`src/rtl/fcp_sink_adapter.sv`:
```
// fcp_sink_adapter
//   Receive end of the packed FCP AXI-Stream link. Each beat is decoded into
//   its FCP fields and checked. Good beats go into a small FIFO. Malformed
//   beats are consumed and counted but never stored. The FIFO head is shown
//   as registered discrete fields with a valid/ready handshake.
//
// Ports
//   clk, rst_n          rising-edge clock, asynchronous active-low reset
//   s_axis_fcp_tdata    packed beat: FCCL[31:0] QLEN[63:32] FCCR[95:64]
//                       VC[96 +: QUEUE_INDEX_WIDTH], zero padding above VC
//   s_axis_fcp_tvalid   beat valid
//   s_axis_fcp_tready   registered "FIFO not full"; 0 while in reset
//   fcp_valid           head entry valid (FIFO not empty)
//   fcp_ready           consumer ready; pop on fcp_valid & fcp_ready
//   fcp_vc/fccl/qlen/fccr  head entry fields, 0 when the FIFO is empty
//   fifo_level          current occupancy
//   stat_rx_count       good beats accepted (saturating)
//   stat_drop_count     malformed beats accepted (saturating)
module fcp_sink_adapter #(
    parameter int QUEUE_INDEX_WIDTH = 15,
    parameter int STAT_WIDTH        = 32,
    parameter int AXIS_WIDTH        = 512,
    parameter int FIFO_DEPTH        = 4,
    parameter int NUM_VC            = 32768,
    parameter int CNT_WIDTH         = 32
) (
    input  logic                            clk,
    input  logic                            rst_n,
    input  logic [AXIS_WIDTH-1:0]           s_axis_fcp_tdata,
    input  logic                            s_axis_fcp_tvalid,
    output logic                            s_axis_fcp_tready,
    output logic                            fcp_valid,
    input  logic                            fcp_ready,
    output logic [QUEUE_INDEX_WIDTH-1:0]    fcp_vc,
    output logic [STAT_WIDTH-1:0]           fcp_fccl,
    output logic [STAT_WIDTH-1:0]           fcp_qlen,
    output logic [STAT_WIDTH-1:0]           fcp_fccr,
    output logic [$clog2(FIFO_DEPTH):0]     fifo_level,
    output logic [CNT_WIDTH-1:0]            stat_rx_count,
    output logic [CNT_WIDTH-1:0]            stat_drop_count
);

    localparam int PTR_W   = $clog2(FIFO_DEPTH);
    localparam int LVL_W   = PTR_W + 1;
    localparam int PAD_LSB = 96 + QUEUE_INDEX_WIDTH;

    localparam logic [LVL_W-1:0]             DEPTH_L  = LVL_W'(FIFO_DEPTH);
    localparam logic [LVL_W-1:0]             ONE_L    = LVL_W'(1);
    localparam logic [QUEUE_INDEX_WIDTH:0]   NUM_VC_L = (QUEUE_INDEX_WIDTH+1)'(NUM_VC);

    // Parameter legality, rejected at elaboration.
    if (AXIS_WIDTH < PAD_LSB) begin : g_bad_axis
        $fatal(1, "AXIS_WIDTH must be at least 96+QUEUE_INDEX_WIDTH");
    end
    if (STAT_WIDTH != 32) begin : g_bad_stat
        $fatal(1, "STAT_WIDTH must be 32");
    end
    if (NUM_VC < 1 || NUM_VC > (1 << QUEUE_INDEX_WIDTH)) begin : g_bad_vc
        $fatal(1, "NUM_VC must be in 1..2^QUEUE_INDEX_WIDTH");
    end
    if (FIFO_DEPTH < 2 || (FIFO_DEPTH & (FIFO_DEPTH - 1)) != 0) begin : g_bad_depth
        $fatal(1, "FIFO_DEPTH must be a power of two, 2 or more");
    end

    typedef struct packed {
        logic [QUEUE_INDEX_WIDTH-1:0] vc;
        logic [STAT_WIDTH-1:0]        fccl;
        logic [STAT_WIDTH-1:0]        qlen;
        logic [STAT_WIDTH-1:0]        fccr;
    } entry_t;

    entry_t              beat;
    entry_t              head_q, head_next;
    entry_t              mem [FIFO_DEPTH];
    logic [PTR_W-1:0]    wr_ptr, rd_ptr, rd_ptr_inc;
    logic [LVL_W-1:0]    level, level_next;
    logic                tready_q;
    logic                pad_err, vc_err, malformed;
    logic                accept, push, drop, pop;

    // Beat decode.
    assign beat.fccl = s_axis_fcp_tdata[31:0];
    assign beat.qlen = s_axis_fcp_tdata[63:32];
    assign beat.fccr = s_axis_fcp_tdata[95:64];
    assign beat.vc   = s_axis_fcp_tdata[96 +: QUEUE_INDEX_WIDTH];

    if (AXIS_WIDTH > PAD_LSB) begin : g_pad
        assign pad_err = |s_axis_fcp_tdata[AXIS_WIDTH-1:PAD_LSB];
    end else begin : g_no_pad
        assign pad_err = 1'b0;
    end

    assign vc_err    = {1'b0, beat.vc} >= NUM_VC_L;
    assign malformed = pad_err | vc_err;

    // Malformed beats are still handshaken so the link never stalls on them.
    assign accept = s_axis_fcp_tvalid & tready_q;
    assign push   = accept & ~malformed;
    assign drop   = accept & malformed;
    assign pop    = fcp_valid & fcp_ready;

    assign rd_ptr_inc = rd_ptr + PTR_W'(1);

    always_comb begin
        // NOTE: every always_comb output gets a default first so no path leaves it unassigned (no latch).
        level_next = level;
        unique case ({push, pop})
            2'b10:   level_next = level + ONE_L;
            2'b01:   level_next = level - ONE_L;
            default: level_next = level;
        endcase
    end

    // Next head register: reload on pop, or when a push lands in an empty FIFO.
    // With more than one entry the next head is the slot after rd_ptr, which
    // can never be the slot being written this cycle.
    always_comb begin
        head_next = head_q;
        if (pop) begin
            if (level == ONE_L) begin
                head_next = push ? beat : '0;
            end else begin
                head_next = mem[rd_ptr_inc];
            end
        end else if (push && level == '0) begin
            head_next = beat;
        end
    end

    // NOTE: the storage array has no reset; emptiness is carried by level and the pointers, so stale contents are never visible.
    always_ff @(posedge clk) begin
        if (push) begin
            mem[wr_ptr] <= beat;
        end
    end

    always_ff @(posedge clk or negedge rst_n) begin
        if (!rst_n) begin
            wr_ptr          <= '0;
            rd_ptr          <= '0;
            level           <= '0;
            head_q          <= '0;
            tready_q        <= 1'b0;
            stat_rx_count   <= '0;
            stat_drop_count <= '0;
        end else begin
            // NOTE: sequential state uses non-blocking assignments so every register samples pre-edge values.
            if (push) wr_ptr <= wr_ptr + PTR_W'(1);
            if (pop)  rd_ptr <= rd_ptr_inc;
            level    <= level_next;
            head_q   <= head_next;
            // Registered from the next level: a pop while full reopens tready
            // only on the following cycle (no push-through).
            tready_q <= (level_next < DEPTH_L);
            if (push && stat_rx_count != '1)   stat_rx_count   <= stat_rx_count + CNT_WIDTH'(1);
            if (drop && stat_drop_count != '1) stat_drop_count <= stat_drop_count + CNT_WIDTH'(1);
        end
    end

    assign s_axis_fcp_tready = tready_q;
    assign fcp_valid         = (level != '0);
    assign fifo_level        = level;
    assign fcp_vc            = head_q.vc;
    assign fcp_fccl          = head_q.fccl;
    assign fcp_qlen          = head_q.qlen;
    assign fcp_fccr          = head_q.fccr;

endmodule

```
`config.mk`:
```
export PLATFORM = sky130hd
export DESIGN_NAME = fcp_sink_adapter
export DESIGN_NICKNAME = d
export VERILOG_FILES = /design/src/rtl/fcp_sink_adapter.sv
export SDC_FILE = /design/constraint.sdc
export NUM_CORES = 1
export LEC_CHECK = 0
export CORE_AREA = 2 2 272 274
export CTS_CLUSTER_SIZE = 20
export DETAILED_ROUTE_END_ITERATION = 8
export DIE_AREA = 0 0 274 276
export MAX_ROUTING_LAYER = met4
export SLEW_MARGIN = 20
export SYNTH_ARGS = -nofsm -noshare
export SYNTH_HDL_FRONTEND = slang
export SYNTH_SLANG_ARGS = --single-unit
```
`constraint.sdc`:
```
create_clock -name clk -period 4.9 [get_ports clk]
set_clock_uncertainty 0.2 [all_clocks]
set_input_delay 0.98 -clock clk [delete_from_list [all_inputs] [get_ports clk]]
set_output_delay 0.98 -clock clk [all_outputs]
set_load 0.005 [all_outputs]
```
==> impl_metrics.yaml, run 1 <==
status:
  status: "complete, no violations"
layout:
  area_growth_pct: 41.4
  final_nets: 2849
  fillers: 6023
  final_common_cell: "clkdlybuf4s50_1"
  layout_common_cells: "694 x clkdlybuf4s50_1, 444 x edfxtp_1, 181 x dfrtp_1"
  multi_input_area_mm2: 0.00784
  final_cells: 3342
  regArea_mm2: 0.0179
  layout-drive-gt1-share_pct: 15.0
sta:
  clock.fmax_ghz: 0.228
  finalMaxSlewViolations: 0
  worst_slack_ps: 512
  finalHoldViolations: 0
  setup_violations: 0
  rsz0062_at_grt: "no"
  post-route-period-util_pct: 89.5
  fin_crit_ps: 4390
  finalSetupTns_ps: 0
  maxSlewHeadroom_pct: 36.0
  worstMarginPinSlew_ps: 960
  whs_ps: 192
grt:
  grt_max_degree: 112
  antenna_found_initial: 14
  grt_use_total_pct: 24.6
  grt_pass1_vias: 19200
  grt-ovfl-total: 0
  grt_pass1_wl_um: 133000
synth:
  ys_warn_count: 0
  ys_types: 37
  yosysTopAreaCell: "edfxtp_1"
  synth_edf_count: 444
  async_reset_ff_share_pct: 29.2
  syn_inst: 1597
  synth_area_leaders: "edfxtp_1 51%, dfrtp_1 17%, mux4_2 9.5%"
  synth_seq_cells: 627
  ys.flop_type: "edfxtp_1"
  synth-seq-area-share_pct: 68.4
  syn-cell-area_mm2: 0.0262
  synthesis.nets: 2125
  avgSynthCellArea_um2: 16.4
  synth_top_area_share_pct: 50.9
die:
  die_w_um: 274
  coreArea_mm2: 0.0726
  die_area_mm2: 0.0756
  ioPinCount: 696
  rows: 99
  fp.dieH_um: 276
  start_util_pct: 36.1
clock_network:
  cts_tree: "yes"
  clkTransAtPathRegs_ps: 60
  cts_root_buf: "clkbuf_16"
  hold_buffers: 0
  clock_sinks: 627
  post-cts-setup-buffers: 0
  cts_resized: 0
  cts_made_buffers: 61
  cts_buffer_depth: 3
  h-tree-depth: 2
  clkLatencyLatePin_ps: 610
drt:
  first_pass_iters: 5
  ant_nets: 0
  wl_met3_um: 5740
  drt_drc_violations_left: 0
  vias: 18600
  wl_um: 91500
  met2_length_um: 47000
  m1WireLength_um: 36500
  top_layer: "met4"
  drt-initial-drc-count: 1415
  wire_per_inst_um: 27.4
  vias_per_cell: 5.55
place:
  dp_cells: 3217
  portBuffers: 695
  routabilityCongestion: 0.983
  preCtsSetupSlack_ps: -378
  hpwl_um: 67700
min_path:
  worstHoldPathType: "input pin to asynchronous set/reset pin"
power:
  max-vdd-ir-drop_v: 0.000277
  power_mw: 11.4
  p_leak_nw: 12.6
  power_density_mw_per_mm2: 308
worst_setup_path:
  crit_path_start_kind: "input pin"
  critical_path_class: "input pin to flop"
  critPathMaxFanout: 76
  critical_path_arrival_ps: 4670
  cp_data_required_time_ps: 5190
  worst_setup_path_end_kind: "flop"
run:
  cap_violations: 0
==> registers in the layout (all words and copies together) (netlist names), named ones only <==
register,flops
mem,444
wr_ptr,2
fcp_vc,15
rd_ptr,2
s_axis_fcp_tready,1
fcp_fccl,32
fifo_level,2
fcp_fccr,32
fcp_qlen,32
stat_rx_count,32
stat_drop_count,32
==> layer usage <==
| layer | GRT usage, % | vias up |
|---|---|---|
| met5 | - | - |
| met4 | 6.98 | 0 |
| met2 | 40.9 | 763 |
| li1 | - | 8119 |
| met3 | 4.11 | 114 |
| met1 | 31.1 | 9554 |
==> where the power goes <==
part / switching, mW / total (mW) / leakage (nW) / internal, mW
logic: 0.304 / 0.754 / 5.02 / 0.451
clock network: 2.01 / 4.88 / 1.02 / 2.87
registers: 0.0525 / 5.77 / 6.50 / 5.71
total: 2.37 / 11.4 / 12.6 / 9.03
==> worst max-delay path: stages <==
cell and delay, ps:
clkdlybuf4s50_1 460, nor4_2 630, nand4_1 450, nor4_1 520
and4_1 310, nand4b_1 310, buf_4 470, o221a_1 410
==> kinds of logic after synthesis <==
| logic type | count (synthesis) | synth area share, % |
|---|---|---|
| AO/OA/AOI/OAI | 341 | 10.4 |
| XOR/XNOR | 65 | 2.17 |
| adder cells (fa/ha/maj) | 12 | 0.573 |
| buffers and inverters | 129 | 2.09 |
| flip-flops | 627 | 68.4 |
| multiplexers | 115 | 9.71 |
| AND/OR/NAND/NOR | 308 | 6.65 |
==> area by class of cell <==
class | instances | share of cell area [%]
clock inverter | 42 | 1.31
tap | 959 | 3.24
multi-input combinational | 841 | 21.2
clock buffer | 73 | 4.33
sequential | 627 | 48.4
antenna | 10 | 0.0676
timing repair buffer | 772 | 21.3
inverter | 18 | 0.182
==> through the flow <==
step,cell area (um^2),util (%)
floorplan,26200,-
global placement,34900,48.0
detailed placement,34900,48.1
CTS,37000,51.0
global route,37000,51.0
finish,37000,51.0
==> synth_stat cells, types with 15 or more instances <==
library cell,instances
nor3_1,22
edfxtp_1,444
a21oi_1,63
clkbuf_1,73
buf_1,17
xnor2_1,39
o22ai_1,111
nor2_1,22
nor4_1,115
inv_1,17
nand4_1,42
nand3_1,29
dfrtp_1,183
o221a_1,111
mux4_2,111
buf_2,15
nand2_1,41
xor2_1,26
a21oi_2,49
==> path summary, 6_finish.rpt <==
kind	from	to	slack, ps	cells past startpoint
max	s_axis_fcp_tdata[286]	fcp_fccl[20]	510	8
min	rst_n	stat_drop_count[20]	190	1
max reg2reg	stat_rx_count[9]	stat_rx_count[1]	1700	7
min reg2reg	stat_drop_count[30]	stat_drop_count[30]	290	1
max in group asynchronous	rst_n	fcp_qlen[16]	3150	2
min in group clk	stat_drop_count[30]	stat_drop_count[30]	290	1
Power figures use the tool's default switching activity.
==> run 2, diff against run 1 <==
--- a/config.mk
+++ b/config.mk
@@ -5,11 +5,12 @@
 export SDC_FILE = /design/constraint.sdc
 export NUM_CORES = 1
 export LEC_CHECK = 0
-export CORE_AREA = 2 2 272 274
+export CORE_AREA = 5 5 267 269
 export CTS_CLUSTER_SIZE = 20
 export DETAILED_ROUTE_END_ITERATION = 8
-export DIE_AREA = 0 0 274 276
+export DIE_AREA = 0 0 272 274
 export MAX_ROUTING_LAYER = met4
+export PLACE_DENSITY = 0.66
 export SLEW_MARGIN = 20
 export SYNTH_ARGS = -nofsm -noshare
 export SYNTH_HDL_FRONTEND = slang
==> run 2 against run 1 <==
Final cell count is 2.5% lower. Sequential share of layout area increased by 0.19 points. Flip-flop and latch count stayed put. First-iteration DRC count is 8.2% lower. Wire length decreased by 0.84%. Worst hold slack improved by 59 ps. Die area down 1.4%. Critical endpoint is now s_axis_fcp_tready.
==> impl_metrics.yaml, run 2 (same netlist as run 1, synthesis figures left out) <==
status:
  status: "complete, no violations"
clock_network:
  cts_buffer_depth: 3
  hold_buffers: 0
  cts_root_buf: "clkbuf_16"
  clock_sinks: 627
  clkLatencyLatePin_ps: 600
  cts_tree: "yes"
  h-tree-depth: 3
  cts_made_buffers: 67
  post-cts-setup-buffers: 0
  clkTransAtPathRegs_ps: 60
  cts_resized: 0
die:
  die_w_um: 272
  coreArea_mm2: 0.0683
  rows: 96
  ioPinCount: 696
  fp.dieH_um: 274
  start_util_pct: 38.3
  die_area_mm2: 0.0745
run:
  cap_violations: 0
layout:
  final_cells: 3258
  layout_common_cells: "694 x clkdlybuf4s50_1, 444 x edfxtp_1, 181 x dfrtp_1"
  final_nets: 2849
  area_growth_pct: 40.8
  layout-drive-gt1-share_pct: 14.8
  fin_area_mm2: 0.0369
  largest_reg_flops: 444
  final_common_cell: "clkdlybuf4s50_1"
  largest-register: "mem"
grt:
  grt_max_degree: 83
  grt_use_total_pct: 24.5
  grt_pass1_wl_um: 132000
  grt_pass1_vias: 19400
  grt-ovfl-total: 0
  antenna_found_initial: 16
power:
  power_density_mw_per_mm2: 314
  max-vdd-ir-drop_v: 0.000248
  p_leak_nw: 12.6
  power_mw: 11.6
drt:
  vias: 18500
  first_pass_iters: 5
  vias_per_cell: 5.66
  wire_per_inst_um: 27.9
  wl_um: 90700
  ant_nets: 0
  drt-initial-drc-count: 1299
  drt_drc_violations_left: 0
sta:
  rsz0062_at_grt: "no"
  finalMaxSlewViolations: 0
  finalHoldViolations: 0
  maxSlewHeadroom_pct: 39.4
  post-route-period-util_pct: 88.3
  fin_crit_ps: 4330
  worst_slack_ps: 573
  worstMarginPinSlew_ps: 901
  clock.fmax_ghz: 0.231
  setup_violations: 0
worst_setup_path:
  cp_data_required_time_ps: 5230
  r2r_cells: 7
  critical_path_class: "input pin to flop"
  worst_setup_path_end_kind: "flop"
  worstReg2RegEnd: "stat_rx_count[1]"
  reg2reg_from: "stat_rx_count[10]"
  critical_path_arrival_ps: 4650
  critPathMaxFanout: 8
  rrSetupSlack_ps: 1620
  crit_path_start_kind: "input pin"
place:
  portBuffers: 695
  hpwl_um: 66900
  preCtsSetupSlack_ps: -190
  dp_cells: 3134
  routabilityCongestion: 0.950
  postPlaceCellArea_mm2: 0.0347
min_path:
  worstHoldPathType: "input pin to asynchronous set/reset pin"
## run 2: cell type report
class / count / area [um^2]
fillers: 5391 / 31400
diodes: 4 / 10.0
clock inverters: 39 / 434
flip-flops and latches: 627 / 17900
well taps: 882 / 1100
clock buffers: 81 / 1780
inverters: 18 / 67.6
multi-input cells: 841 / 7790
repair buffers: 766 / 7790
## run 2: how the worst max path moves through the flow
stage	startpoint	to	slack [ps]	cells after the start
2_1_floorplan	s_axis_fcp_tdata[164]	mem[0][0]	340	9
3_3_place_gp	s_axis_fcp_tdata[289]	flop	-260	11
3_5_place_dp	s_axis_fcp_tdata[289]	fifo_level[0]	-190	11
4_1_cts	s_axis_fcp_tdata[289]	s_axis_fcp_tready	450	12
5_1_grt	s_axis_fcp_tdata[289]	s_axis_fcp_tready	340	12
6_report	s_axis_fcp_tdata[289]	s_axis_fcp_tready	570	12
## run 2: stage by stage
stage | TNS [ps] | hold WS, ps | util, %
after detailed placement | -57770 | 286 | 50.7
after global routing | 0 | 295 | 54.0
final | 0 | 252 | 54.0
after floorplan | 0 | 277 | -
after global placement | -87260 | 280 | 50.7
after CTS | 0 | 260 | 54.0
## run 2: layer usage
| metal | wire, um | track usage, % |
|---|---|---|
| met1 | 34600 | 29.6 |
| met2 | 48500 | 43.4 |
| met3 | 5520 | 4.00 |
| met4 | 2020 | 5.67 |
| met5 | 0 | - |
## run 2: power breakdown
part / switching, mW / internal, mW
clock network: 2.09 / 2.99
registers: 0.0494 / 5.72
logic: 0.301 / 0.448
## run 2: critical path: stages
cell	delay, ps
clkdlybuf4s50_1	520
nor4_1	830
nand4_1	180
nor4_1	540
nand2_1	210
or3_4	450
buf_4	200
ha_1	220
a21oi_1	140
o21ai_0	110
a21o_1	200
inv_1	60
